[src/rtl/uart_tx_monitor.sv]
// Receive-side monitor for a UART line: synchronises rx, decodes 8N1 frames,
// and queues good bytes in a first-word-fall-through FIFO with sticky error flags.
module uart_tx_monitor #(
  parameter int CLKS_PER_BIT    = 868,
  parameter int FIFO_DEPTH_LOG2 = 4
) (
  input  logic        clk,
  input  logic        rst,
  input  logic        rx,
  input  logic        rd_en,
  output logic [7:0]  rd_data,
  output logic        empty,
  output logic        full,
  output logic        frame_err,
  output logic        overflow,
  output logic [31:0] byte_cnt
);

  localparam int CW    = $clog2(CLKS_PER_BIT);
  localparam int AW    = FIFO_DEPTH_LOG2;
  localparam int DEPTH = 1 << AW;
  localparam logic [CW-1:0] LP_HALF = CW'(CLKS_PER_BIT / 2 - 1);
  localparam logic [CW-1:0] LP_FULL = CW'(CLKS_PER_BIT - 1);

  typedef enum logic [2:0] {
    S_IDLE  = 3'd0,
    S_START = 3'd1,
    S_DATA  = 3'd2,
    S_STOP  = 3'd3,
    S_BREAK = 3'd4
  } state_t;

  logic          r_sync1;
  logic          r_sync2;
  state_t        r_state;
  logic [CW-1:0] r_cnt;
  logic [2:0]    r_bit_idx;
  logic [7:0]    r_shift;
  logic          r_frame_err;
  logic          r_overflow;
  logic [31:0]   r_byte_cnt;
  logic [AW:0]   r_wptr;
  logic [AW:0]   r_rptr;
  logic [7:0]    r_mem [DEPTH];

  state_t        w_state_nxt;
  logic [CW-1:0] w_cnt_nxt;
  logic [2:0]    w_idx_nxt;
  logic [7:0]    w_shift_nxt;
  logic          w_done;
  logic          w_stop_err;
  logic          w_rx_s;
  logic          w_pop;
  logic          w_push;
  logic          w_drop;

  assign w_rx_s  = r_sync2;
  assign empty   = (r_wptr == r_rptr);
  assign full    = (r_wptr[AW] != r_rptr[AW]) && (r_wptr[AW-1:0] == r_rptr[AW-1:0]);
  assign rd_data = r_mem[r_rptr[AW-1:0]];
  assign frame_err = r_frame_err;
  assign overflow  = r_overflow;
  assign byte_cnt  = r_byte_cnt;

  // A pop alongside a completed frame frees the slot, so a full FIFO still accepts it.
  assign w_pop  = rd_en && !empty;
  assign w_push = w_done && (!full || w_pop);
  assign w_drop = w_done && full && !w_pop;

  // Frame decoder next-state logic; the bit counter only decrements while nonzero.
  always_comb begin
    w_state_nxt = r_state;
    w_cnt_nxt   = r_cnt;
    w_idx_nxt   = r_bit_idx;
    w_shift_nxt = r_shift;
    w_done      = 1'b0;
    w_stop_err  = 1'b0;
    case (r_state)
      S_IDLE: begin
        if (!w_rx_s) begin
          w_cnt_nxt   = LP_HALF;
          w_state_nxt = S_START;
        end else begin
          w_state_nxt = S_IDLE;
        end
      end
      S_START: begin
        if (r_cnt != {CW{1'b0}}) begin
          w_cnt_nxt = r_cnt - CW'(1);
        end else if (!w_rx_s) begin
          w_cnt_nxt   = LP_FULL;
          w_idx_nxt   = 3'd0;
          w_state_nxt = S_DATA;
        end else begin
          w_state_nxt = S_IDLE;
        end
      end
      S_DATA: begin
        if (r_cnt != {CW{1'b0}}) begin
          w_cnt_nxt = r_cnt - CW'(1);
        end else begin
          w_shift_nxt = {w_rx_s, r_shift[7:1]};
          w_cnt_nxt   = LP_FULL;
          if (r_bit_idx == 3'd7) begin
            w_state_nxt = S_STOP;
          end else begin
            w_idx_nxt = r_bit_idx + 3'd1;
          end
        end
      end
      S_STOP: begin
        if (r_cnt != {CW{1'b0}}) begin
          w_cnt_nxt = r_cnt - CW'(1);
        end else if (w_rx_s) begin
          w_done      = 1'b1;
          w_state_nxt = S_IDLE;
        end else begin
          w_stop_err  = 1'b1;
          w_state_nxt = S_BREAK;
        end
      end
      S_BREAK: begin
        if (w_rx_s) begin
          w_state_nxt = S_IDLE;
        end else begin
          w_state_nxt = S_BREAK;
        end
      end
      default: begin
        w_state_nxt = S_IDLE;
      end
    endcase
  end

  // Synchroniser, decoder state, flags, counter and FIFO pointers.
  always_ff @(posedge clk) begin
    if (rst) begin
      r_sync1     <= 1'b1;
      r_sync2     <= 1'b1;
      r_state     <= S_IDLE;
      r_cnt       <= {CW{1'b0}};
      r_bit_idx   <= 3'd0;
      r_shift     <= 8'd0;
      r_frame_err <= 1'b0;
      r_overflow  <= 1'b0;
      r_byte_cnt  <= 32'd0;
      r_wptr      <= {(AW+1){1'b0}};
      r_rptr      <= {(AW+1){1'b0}};
    end else begin
      r_sync1     <= rx;
      r_sync2     <= r_sync1;
      r_state     <= w_state_nxt;
      r_cnt       <= w_cnt_nxt;
      r_bit_idx   <= w_idx_nxt;
      r_shift     <= w_shift_nxt;
      r_frame_err <= r_frame_err | w_stop_err;
      r_overflow  <= r_overflow | w_drop;
      r_byte_cnt  <= w_done ? (r_byte_cnt + 32'd1) : r_byte_cnt;
      r_wptr      <= w_push ? (r_wptr + {{AW{1'b0}}, 1'b1}) : r_wptr;
      r_rptr      <= w_pop  ? (r_rptr + {{AW{1'b0}}, 1'b1}) : r_rptr;
    end
  end

  // FIFO storage; contents are meaningless until written, so no reset.
  always_ff @(posedge clk) begin
    if (!rst && w_push) begin
      r_mem[r_wptr[AW-1:0]] <= r_shift;
    end
  end

endmodule

[config.mk]
export PLATFORM = sky130hd
export DESIGN_NAME = uart_tx_monitor
export DESIGN_NICKNAME = d
export VERILOG_FILES = /design/src/rtl/uart_tx_monitor.sv
export SDC_FILE = /design/constraint.sdc
export NUM_CORES = 1
export LEC_CHECK = 0
export CAP_MARGIN = 20
export CORE_AREA = 5 5 152 154
export DETAILED_ROUTE_END_ITERATION = 8
export DIE_AREA = 0 0 157 159
export HOLD_SLACK_MARGIN = 0.03
export SLEW_MARGIN = 20
export SYNTH_ARGS = -nofsm -noshare
export SYNTH_HDL_FRONTEND = slang
export SYNTH_SLANG_ARGS = --single-unit
[constraint.sdc]
create_clock -name clk -period 5.72 [get_ports clk]
set_clock_uncertainty 0.1 [all_clocks]
set_input_delay 1.144 -clock clk [delete_from_list [all_inputs] [get_ports clk]]
set_output_delay 1.144 -clock clk [all_outputs]
set_load 0.03 [all_outputs]
==> impl_metrics.py <==
metrics = {
    "pwr": {
        "combinationalPowerShare_pct": 8.5,
        "p_leak_nw": 3.14,
        "pwr-share-seq_pct": 49.2,
        "p_sw_w": 0.000768,
        "netSwitchingFraction_pct": 23.7,
        "power.share.clock_pct": 42.4,
        "internal_power_w": 0.00247,
        "ir_worst_vdd_uv": 178,
        "p_per_area_nw_per_um2": 325,
    },
    "grt": {
        "grt_max_degree": 66,
        "overflow": 0,
        "grt_pass1_vias": 5272,
        "grtUsageTotal_pct": 14.0,
        "grt_pass1_wl_um": 28500,
        "antenna_found_initial": 0,
    },
    "drt": {
        "num_vias": 5225,
        "ant_nets": 0,
        "dr.pass1.iters": 6,
        "via_per_inst": 5.44,
        "routedWlPerCell_um": 18.2,
        "drc": 0,
        "routed_wl_um": 17400,
        "drt_iter0_markers": 396,
    },
    "yosys": {
        "ys_seq_area_share_pct": 62.6,
        "synthesis.area_um2": 8500,
        "netlist_instances": 615,
        "synth.distinct_cells": 60,
        "syn-num-nets": 629,
        "ys.warnings.count": 0,
        "ys_seq_elements": 202,
        "syn_avg_cell_area_um2": 13.8,
        "async_flop_share_pct": 0,
        "synth.top_cells.by_area": "edfxtp_1 (45%), dfxtp_1 (17%), mux4_2 (11%)",
        "yosysTopAreaCellShare_pct": 45.2,
        "synth_edf_count": 128,
        "ys.flop_type": "edfxtp_1",
        "yosysTopAreaCell": "edfxtp_1",
    },
    "timing": {
        "worst_slew_pin_slew_ns": 1.03,
        "tns_ns": 0,
        "max_freq_ghz": 0.217,
        "min_period_ns": 4.60,
        "hold_viol": 0,
        "slew_headroom_pct": 30.8,
        "setup_viol": 0,
        "slew_viol_final": 0,
        "rsz0062_at_grt": "false",
        "period_share_pct": 80.5,
    },
    "clock_network": {
        "ctsResizeCount": 0,
        "h-tree-depth": 1,
        "root_buffer": "clkbuf_16",
        "cts_max_path_buffers": 3,
        "cts_tree": "done",
        "clk_latency_ns": 0.50,
        "clk_pin_slew_ns": 0.06,
        "numCtsBuffers": 23,
        "cts.sinks": 202,
        "cts_hold_buf": 0,
        "post_cts_buffers": 0,
    },
    "placement": {
        "placed_cells": 919,
        "gp_congestion": 0.856,
        "dpl.hpwl_um": 11600,
        "port_buffers": 47,
    },
    "die": {
        "die-width_um": 157,
        "fp-row-count": 54,
        "core_area_um2": 21600,
        "initial_utilization_pct": 39.4,
        "die_area_um2": 25000,
        "boundaryPins": 48,
        "die_h_um": 159,
    },
    "critical_path": {
        "end_kind": "output port",
        "crit_type": "register to output port",
        "worstPathArrival_ns": 3.36,
        "start_kind": "register",
        "worst-path-max-fanout": 22,
        "cp.required_ns": 4.48,
    },
    "final_layout": {
        "drive_above_1_share_pct": 15.3,
        "antenna_cells": 0,
        "instances_no_fill": 961,
        "nets": 678,
        "area_growth_pct": 17.2,
    },
    "worst_hold_path": {
        "min_path_type": "register to register",
    },
    "status": {
        "status": "completed",
    },
    "flow_run": {
        "cap_violations": 0,
    },
}
## critical path, cell delays in order (launching register included)
cell and delay (ns):
dfxtp_2 0.85, buf_4 0.37, mux4_2 0.53, mux4_2 0.49, clkdlybuf4s50_1 0.61
## Yosys cell counts (all sizes together) (4+ instances only)
master	instances
nor4	11
ha	10
nor3	23
edfxtp	128
buf	17
o21ai	19
xor2	15
mux2i	10
nand4	19
a21oi	22
or3	14
clkbuf	14
or4	4
nand3	14
nand2	27
xnor2	18
or2	6
nor2	62
dfxtp	74
inv	12
mux4	40
and4	8
## state kept, by name, summed over array words and instances (netlist names), named ones only
register   cells
byte_cnt      32
frame_err      1
overflow       1
r_bit_idx      3
r_cnt         10
r_mem        128
r_rptr         5
r_shift        8
r_state        3
r_sync1        1
r_sync2        1
r_wptr         5
## worst paths after layout
path / depth (start not counted) / slack [ns] / endpoint / from
min: 1 / 0.31 / r_sync2 / r_sync1
max: 4 / 1.12 / rd_data[2] / register
max reg2reg: 8 / 2.50 / r_mem[6][6] / r_cnt[0]
min reg2reg: 1 / 0.31 / r_sync2 / r_sync1
## cell type report
class                      count  area (um2)
clock buffer                  30         622
clock inverter                12        92.6
fill                        1845       11600
inverter                      12        45.0
multi-input combinational    370        3000
sequential                   202        5330
tap                          280         350
timing repair buffer          55         526
## cells by family (layout without fill, tap and decap cells)
group,Yosys count,after routing,synth area share (%)
fa+ha+maj,10,10,1.47
flops,202,202,62.6
mux,51,51,11.9
simple gates,206,206,13.0
compound gates,70,70,5.27
buf+inv,43,109,2.30
xor+xnor,33,33,3.40
## layout by cell type, fill, tap and decap left out, drive strengths merged, types with 4 or more instances in the layout
| cell type | count |
|---|---|
| a21oi | 22 |
| and4 | 8 |
| buf | 9 |
| clkbuf | 30 |
| clkdlybuf4s50 | 46 |
| clkinv | 9 |
| dfxtp | 74 |
| edfxtp | 128 |
| ha | 10 |
| inv | 14 |
| mux2i | 10 |
| mux4 | 40 |
| nand2 | 27 |
| nand3 | 14 |
| nand4 | 19 |
| nor2 | 62 |
| nor3 | 23 |
| nor4 | 11 |
| o21ai | 19 |
| or2 | 6 |
| or3 | 14 |
| or4 | 4 |
| xnor2 | 18 |
| xor2 | 15 |
## power groups by stage
stage | registers (W) | logic [W] | clock network [W]
2_1_floorplan | 0.00161 | 0.000224 | 0
3_3_place_gp | 0.00162 | 0.000269 | 0
3_5_place_dp | 0.00162 | 0.000271 | 0
4_1_cts | 0.00159 | 0.000272 | 0.00142
5_1_grt | 0.00160 | 0.000304 | 0.00148
6_report | 0.00159 | 0.000274 | 0.00137
## stage by stage
stage               setup slack, ns  power, W  hold slack (ns)  utilization [%]  instance area, um2
floorplan                      2.57   0.00183            0.289                -                8500
global placement               1.56   0.00189            0.295             42.9                9250
detailed placement             1.57   0.00189            0.301             42.9                9250
CTS                            1.03   0.00328            0.317             46.2                9960
global route                  0.905   0.00338            0.331             46.2                9960
finish                         1.12   0.00324            0.309             46.2                9960
## per-layer routing
metal	up-vias	routed length [um]	GRT usage [%]	share of wire, %
met2	141	8450	22.9	48
met4	0	231	2.84	1.3
met1	2604	7750	19.4	44
met3	21	1020	3.13	5.8
li1	2459	-	-	-
met5	-	0	0	0
Note: power is estimated with default switching activity, not from simulation.
